**src/rtl/reorder_buffer_pkg.sv**
```systemverilog
// Reorder buffer shared sizes and types.
// Entry, writeback and pointer types used by the ROB and its users.
package reorder_buffer_pkg;

   localparam int ROB_LENGTH      = 16;
   localparam int ROB_IDX_W       = 4;
   localparam int ROB_CNT_W       = ROB_IDX_W + 1;
   localparam int INT_DATA_W      = 32;
   localparam int INSTR_MEM_IDX_W = 8;

   typedef logic [ROB_IDX_W-1:0]       rob_idx_t;
   typedef logic [ROB_CNT_W-1:0]       rob_cnt_t;
   typedef logic [INSTR_MEM_IDX_W-1:0] pc_t;

   typedef struct packed {
      logic                  valid;
      logic                  done;
      logic [INT_DATA_W-1:0] result;
      pc_t                   pc;
      logic                  is_branch;
      logic                  pred_taken;
      pc_t                   pred_target;
      logic                  is_load;
      logic                  is_store;
      logic [6:0]            opcode;
      logic [2:0]            funct;
      logic [4:0]            rd;
   } rob_entry_t;

   typedef struct packed {
      rob_idx_t              idx;
      logic [INT_DATA_W-1:0] result;
      logic                  taken;
      pc_t                   target;
   } rob_wb_t;

   // Word-indexed fall-through; wraps at the top of instruction memory.
   function automatic pc_t next_pc(pc_t pc);
      return pc + 1'b1;
   endfunction

endpackage

```
**src/rtl/reorder_buffer_if.sv**
```systemverilog
// Reorder buffer port bundle.
// The core side drives as master; the ROB is the slave.
import reorder_buffer_pkg::*;

interface reorder_buffer_if;

   logic       alloc_valid;
   logic       alloc_ready;
   rob_entry_t alloc_entry;
   rob_idx_t   alloc_idx;

   logic                  wb_valid;
   rob_idx_t              wb_idx;
   logic [INT_DATA_W-1:0] wb_result;
   logic                  wb_taken;
   pc_t                   wb_target;

   logic       commit_valid;
   logic       commit_ready;
   rob_entry_t commit_entry;
   rob_idx_t   commit_idx;

   logic flush;
   pc_t  flush_pc;

   modport master (
      output alloc_valid, alloc_entry,
      output wb_valid, wb_idx, wb_result,
      output wb_taken, wb_target,
      output commit_ready,
      input  alloc_ready, alloc_idx,
      input  commit_valid, commit_entry,
      input  commit_idx, flush, flush_pc
   );

   modport slave (
      input  alloc_valid, alloc_entry,
      input  wb_valid, wb_idx, wb_result,
      input  wb_taken, wb_target,
      input  commit_ready,
      output alloc_ready, alloc_idx,
      output commit_valid, commit_entry,
      output commit_idx, flush, flush_pc
   );

endinterface

```
**src/rtl/reorder_buffer.sv**
```systemverilog
// Circular reorder buffer: in-order commit of out-of-order results,
// with branch resolution and mispredict flush at commit.
import reorder_buffer_pkg::*;

module reorder_buffer (
   input logic             clk,
   input logic             rst,
   reorder_buffer_if.slave rob
);

   rob_entry_t            entries [ROB_LENGTH];
   logic [ROB_LENGTH-1:0] br_taken;
   pc_t                   br_target [ROB_LENGTH];

   rob_idx_t head;
   rob_idx_t tail;
   rob_cnt_t count;
   logic     flush_q;
   pc_t      flush_pc_q;

   rob_entry_t head_entry;
   rob_entry_t new_entry;
   rob_wb_t    wb;
   logic       alloc_fire;
   logic       commit_fire;
   logic       wb_hit;
   logic       st_taken;
   pc_t        st_target;
   logic       mispredict;
   pc_t        restart_pc;

   assign wb = '{
      idx:    rob.wb_idx,
      result: rob.wb_result,
      taken:  rob.wb_taken,
      target: rob.wb_target
   };

   assign head_entry = entries[head];

   assign rob.alloc_ready  = count != rob_cnt_t'(ROB_LENGTH);
   assign rob.alloc_idx    = tail;
   assign rob.commit_valid = head_entry.valid & head_entry.done;
   assign rob.commit_entry = head_entry;
   assign rob.commit_idx   = head;
   assign rob.flush        = flush_q;
   assign rob.flush_pc     = flush_pc_q;

   assign alloc_fire  = rob.alloc_valid & rob.alloc_ready;
   assign commit_fire = rob.commit_valid & rob.commit_ready;

   // A writeback aimed at the slot being allocated loses to the allocation.
   assign wb_hit = rob.wb_valid & entries[wb.idx].valid
                 & ~(alloc_fire & (wb.idx == tail));

   always_comb begin
      new_entry        = rob.alloc_entry;
      new_entry.valid  = 1'b1;
      new_entry.done   = 1'b0;
      new_entry.result = '0;
   end

   assign st_taken  = br_taken[head];
   assign st_target = br_target[head];

   assign mispredict = commit_fire & head_entry.is_branch
                     & ((st_taken != head_entry.pred_taken)
                       | (st_taken
                         & (st_target != head_entry.pred_target)));

   assign restart_pc = st_taken ? st_target : next_pc(head_entry.pc);

   always_ff @(posedge clk) begin
      if (rst) begin
         head       <= '0;
         tail       <= '0;
         count      <= '0;
         flush_q    <= 1'b0;
         flush_pc_q <= '0;
         for (int i = 0; i < ROB_LENGTH; i++) begin
            entries[i] <= '0;
         end
      end else if (mispredict) begin
         head       <= '0;
         tail       <= '0;
         count      <= '0;
         flush_q    <= 1'b1;
         flush_pc_q <= restart_pc;
         for (int i = 0; i < ROB_LENGTH; i++) begin
            entries[i].valid <= 1'b0;
         end
      end else begin
         flush_q <= 1'b0;
         if (alloc_fire) begin
            entries[tail] <= new_entry;
            tail          <= tail + 1'b1;
         end
         if (wb_hit) begin
            entries[wb.idx].done   <= 1'b1;
            entries[wb.idx].result <= wb.result;
         end
         if (commit_fire) begin
            entries[head].valid <= 1'b0;
            head                <= head + 1'b1;
         end
         case ({alloc_fire, commit_fire})
            2'b10:   count <= count + 1'b1;
            2'b01:   count <= count - 1'b1;
            default: count <= count;
         endcase
      end
   end

   // Resolved branch outcome; only meaningful while the entry is valid.
   always_ff @(posedge clk) begin
      if (!rst && !mispredict && wb_hit
          && entries[wb.idx].is_branch) begin
         br_taken[wb.idx]  <= wb.taken;
         br_target[wb.idx] <= wb.target;
      end
   end

endmodule
```
**src/flat_wrapper.sv**
```systemverilog
// flat-port wrapper written by rule: the top's interface ports become plain ports
module reorder_buffer_flat 
  (clk, rst, rob_alloc_valid, rob_alloc_entry, rob_wb_valid, rob_wb_idx, rob_wb_result, rob_wb_taken, rob_wb_target, rob_commit_ready, rob_alloc_ready, rob_alloc_idx, rob_commit_valid, rob_commit_entry, rob_commit_idx, rob_flush, rob_flush_pc);
  reorder_buffer_if rob_i ();
  input logic clk;
  input logic rst;
  input wire logic [$bits(rob_i.alloc_valid)-1:0] rob_alloc_valid;
  input wire logic [$bits(rob_i.alloc_entry)-1:0] rob_alloc_entry;
  input wire logic [$bits(rob_i.wb_valid)-1:0] rob_wb_valid;
  input wire logic [$bits(rob_i.wb_idx)-1:0] rob_wb_idx;
  input wire logic [$bits(rob_i.wb_result)-1:0] rob_wb_result;
  input wire logic [$bits(rob_i.wb_taken)-1:0] rob_wb_taken;
  input wire logic [$bits(rob_i.wb_target)-1:0] rob_wb_target;
  input wire logic [$bits(rob_i.commit_ready)-1:0] rob_commit_ready;
  output wire logic [$bits(rob_i.alloc_ready)-1:0] rob_alloc_ready;
  output wire logic [$bits(rob_i.alloc_idx)-1:0] rob_alloc_idx;
  output wire logic [$bits(rob_i.commit_valid)-1:0] rob_commit_valid;
  output wire logic [$bits(rob_i.commit_entry)-1:0] rob_commit_entry;
  output wire logic [$bits(rob_i.commit_idx)-1:0] rob_commit_idx;
  output wire logic [$bits(rob_i.flush)-1:0] rob_flush;
  output wire logic [$bits(rob_i.flush_pc)-1:0] rob_flush_pc;
  assign rob_i.alloc_valid = rob_alloc_valid;
  assign rob_i.alloc_entry = rob_alloc_entry;
  assign rob_i.wb_valid = rob_wb_valid;
  assign rob_i.wb_idx = rob_wb_idx;
  assign rob_i.wb_result = rob_wb_result;
  assign rob_i.wb_taken = rob_wb_taken;
  assign rob_i.wb_target = rob_wb_target;
  assign rob_i.commit_ready = rob_commit_ready;
  assign rob_alloc_ready = rob_i.alloc_ready;
  assign rob_alloc_idx = rob_i.alloc_idx;
  assign rob_commit_valid = rob_i.commit_valid;
  assign rob_commit_entry = rob_i.commit_entry;
  assign rob_commit_idx = rob_i.commit_idx;
  assign rob_flush = rob_i.flush;
  assign rob_flush_pc = rob_i.flush_pc;
  reorder_buffer u_core (.clk(clk), .rst(rst), .rob(rob_i));
endmodule
```
**config.mk**
```make
export PLATFORM = sky130hd
export DESIGN_NAME = reorder_buffer_flat
export DESIGN_NICKNAME = d
export VERILOG_FILES = /design/src/rtl/reorder_buffer_pkg.sv /design/src/rtl/reorder_buffer_if.sv /design/src/rtl/reorder_buffer.sv /design/src/flat_wrapper.sv
export SDC_FILE = /design/constraint.sdc
export NUM_CORES = 2
export LEC_CHECK = 0
export CORE_UTILIZATION = 40
export CTS_CLUSTER_DIAMETER = 60
export CTS_CLUSTER_SIZE = 8
export DETAILED_ROUTE_END_ITERATION = 10
export PLACE_DENSITY = 0.6
export SLEW_MARGIN = 20
export SYNTH_ARGS = -nofsm -noshare
export SYNTH_HDL_FRONTEND = slang
export SYNTH_SLANG_ARGS = --single-unit
```
**constraint.sdc**
```tcl
create_clock -name clk -period 7.5 [get_ports clk]
set_input_delay 1.125 -clock clk [delete_from_list [all_inputs] [get_ports clk]]
set_output_delay 1.125 -clock clk [all_outputs]
set_load 0.005 [all_outputs]
```
==> results.tsv <==
metric	value	unit
status	finished, final reports clean	
clockRootBuffer	clkbuf_16	
synth.yosys.seq_area_share	65.76	%
async_flop_share	0	%
maxCapViolations	0	
grt_pass1_vias	32000	
yosysTopAreaCellShare	63.73	%
crit_buf_inv	5	
crit_fanout	45	
ant_nets	0	
grt_pass1_wl	226300	um
power	16170	uW
required	7930	ps
p_int	12620	uW
stdcell_count	5595	
post-route-min-period	5952	ps
antenna_found_initial	17	
leakage	0.02287	uW
synth_area_per_cell	16.57	sq um
clock_sinks	1274	
synth_area_leader_cell	edfxtp_1	
placed_cells	5338	
cellPowerDensity	244.3	nW/um^2
drc_errors	0	
peakVddDrop	178.4	uV
synthToLayoutAreaGrowth	15.54	%
clkTransAtPathRegs	50	ps
slew_violations	0	
use_met3	3.997	%
drt_iter0_drc	2912	
ys_types	61	
hp-class	reg2reg	
grt_usage	21.74	%
firstDrtPassIters	5	
worst_slack	1548	ps
crit_path_end_kind	flop	
final_area	66190	sq um
period_share	79.36	%
htree_levels	4	
cpLargestDelayFamily	buffers and inverters	
ys.flop_type	edfxtp_1	
worst_clock_skew	28.90	ps
relSlewSlack	28.46	%
final_cell_mix	edfxtp_1 (1,216), and2_1 (1,075), mux4_2 (370)	
placeableCoreArea	141800	sq um
post_cts_buffers	0	
fp.dieH	380.5	um
grt_max_degree	116	
clkLatencyLatePin	830	ps
arrival	6380	ps
num_rows	138	
tightest_slew	1073	ps
p_switching	3550	uW
final_common_cell	edfxtp_1	
cts_resized	0	
power_frac_comb	4.2	%
numPortBuffers	172	
cp_common_cell	buf_4	
setup_viol	0	
cts-buffers-inserted	179	
die_area	144800	sq um
hold_viol	0	
crit_slowest_cell	dfxtp_4	
synth_seq_cells	1274	
worstSetupStartpointType	flop	
cp_cell_sequence	buf_4, mux4_2, mux2_2, nand3_1, nand2_1, nand2_1, clkinv_1, o211ai_1, a31oi_4, buf_4, nor4_4, buf_4, or3_2, buf_4	
syn_inst	3457	
dp_hpwl	87150	um
via_count	30540	
gp_congestion	0.7703	
cts_hold_buf	0	
grt_use_met2	36.82	%
die_x	380.5	um
top_usage_layer	met2	
path_class	reg2reg	
dpl_cell_area	61110	sq um
wire_per_inst	28.00	um
rsz0062_at_grt	false	
grt_overflow	0	
clockPowerShare	45.8	%
synth-warning-count	0	
synth_nets	3590	
synth.area.top_cells	edfxtp_1 (64%), mux4_2 (15%), and2_1 (12%)	
initial_core_util	40.42	%
synth_edf_count	1216	
pin_count	207	
power_frac_seq	50.0	%
vias_per_cell	5.458	
swShare	21.95	%
pre_cts_slack	1511	ps
cts_tree	done	
drive_above_1_share	20.75	%
fmax	168.0	MHz
netlist_area	57290	sq um
finalSetupTns	0	ps
cts_buffer_depth	3	
nets	3762	
gr-usage-met1	27.99	%
routed_wirelength	156700	um
cp_slowest_stage_delay	950	ps
==> cells in the mapped netlist, drive strengths merged (2+ instances only) <==
library cell     n
nor3            14
o32a             6
buf             78
nor3b           14
or3             14
nand2b          22
nor4b            6
nor2b           23
clkinv           2
or2             13
clkbuf         220
mux4           370
ha              13
inv             18
a21o             6
a22oi           35
o21ai            6
xor2            18
nand4b           3
nor2            38
a221oi           3
a211oi           2
nor4            17
mux2             3
edfxtp        1216
o211ai           5
mux2i           18
dfxtp           58
nand3           14
nand2           54
o22ai            3
xnor2            9
o21bai          12
a21oi           23
nand4            6
o22a             6
and2          1076
==> per-layer routing <==
layer	up-vias	part of all wire (%)
met4	16	2.8
met5	-	0.071
met3	290	6.3
met1	15950	41
li1	13270	-
met2	1016	50
==> final timing paths <==
check	start	to	slack, ps	cells after the start
min	u_core.entries[7][67]	u_core.entries[7][67]	450	1
min reg2reg	u_core.entries[7][67]	u_core.entries[7][67]	450	1
max	flop	u_core.entries[10][52]	1550	14
max reg2reg	flop	u_core.entries[10][52]	1550	14
==> flip-flops by register name, summed over array words and instances, names as in the netlist, named ones only <==
name and count:
u_core.rob.alloc_idx 4, u_core.rob.flush_pc 8, u_core.br_taken 16, u_core.entries 1104, u_core.br_target 128, u_core.rob.flush 1
u_core.count 5, u_core.rob.commit_idx 4
==> layout make-up <==
cell class	count	area, sq um
sequential	1274	37690
antenna	3	7.507
timing repair buffer	289	2648
multi-input combinational	1865	18340
clock buffer	235	4690
tap	1890	2365
fill	11990	75570
inverter	20	80.08
clock inverter	19	374.1
==> power by group through the flow <==
| stage | Clock, uW | Combinational, uW | Sequential, uW |
|---|---|---|---|
| 6_report | 7400 | 687 | 8080 |
| 4_1_cts | 7520 | 701 | 8080 |
| 2_1_floorplan | 0 | 329 | 8190 |
| 3_3_place_gp | 0 | 695 | 8210 |
| 3_5_place_dp | 0 | 698 | 8220 |
| 5_1_grt | 7800 | 730 | 8090 |
==> stage by stage <==
| stage | utilization (%) | hold WS, ps |
|---|---|---|
| after detailed placement | 43.11 | 436.5 |
| after global routing | 46.69 | 454.8 |
| final | 46.69 | 451.8 |
| after global placement | 43.11 | 436.2 |
| after floorplan | - | 420.7 |
| after CTS | 46.68 | 448.7 |
==> kinds of logic after synthesis <==
kind of cell             count (synthesis)  synth area share (%)
AO/OA/AOI/OAI                          116                 1.494
XOR/XNOR                                27                0.4128
flip-flops                            1274                 65.76
buffers and inverters                  318                 2.448
AND/OR/NAND/NOR                       1317                 14.65
adder cells (fa/ha/maj)                 14                0.3189
multiplexers                           391                 14.92
No activity file was read; power rests on OpenSTA's default activity.
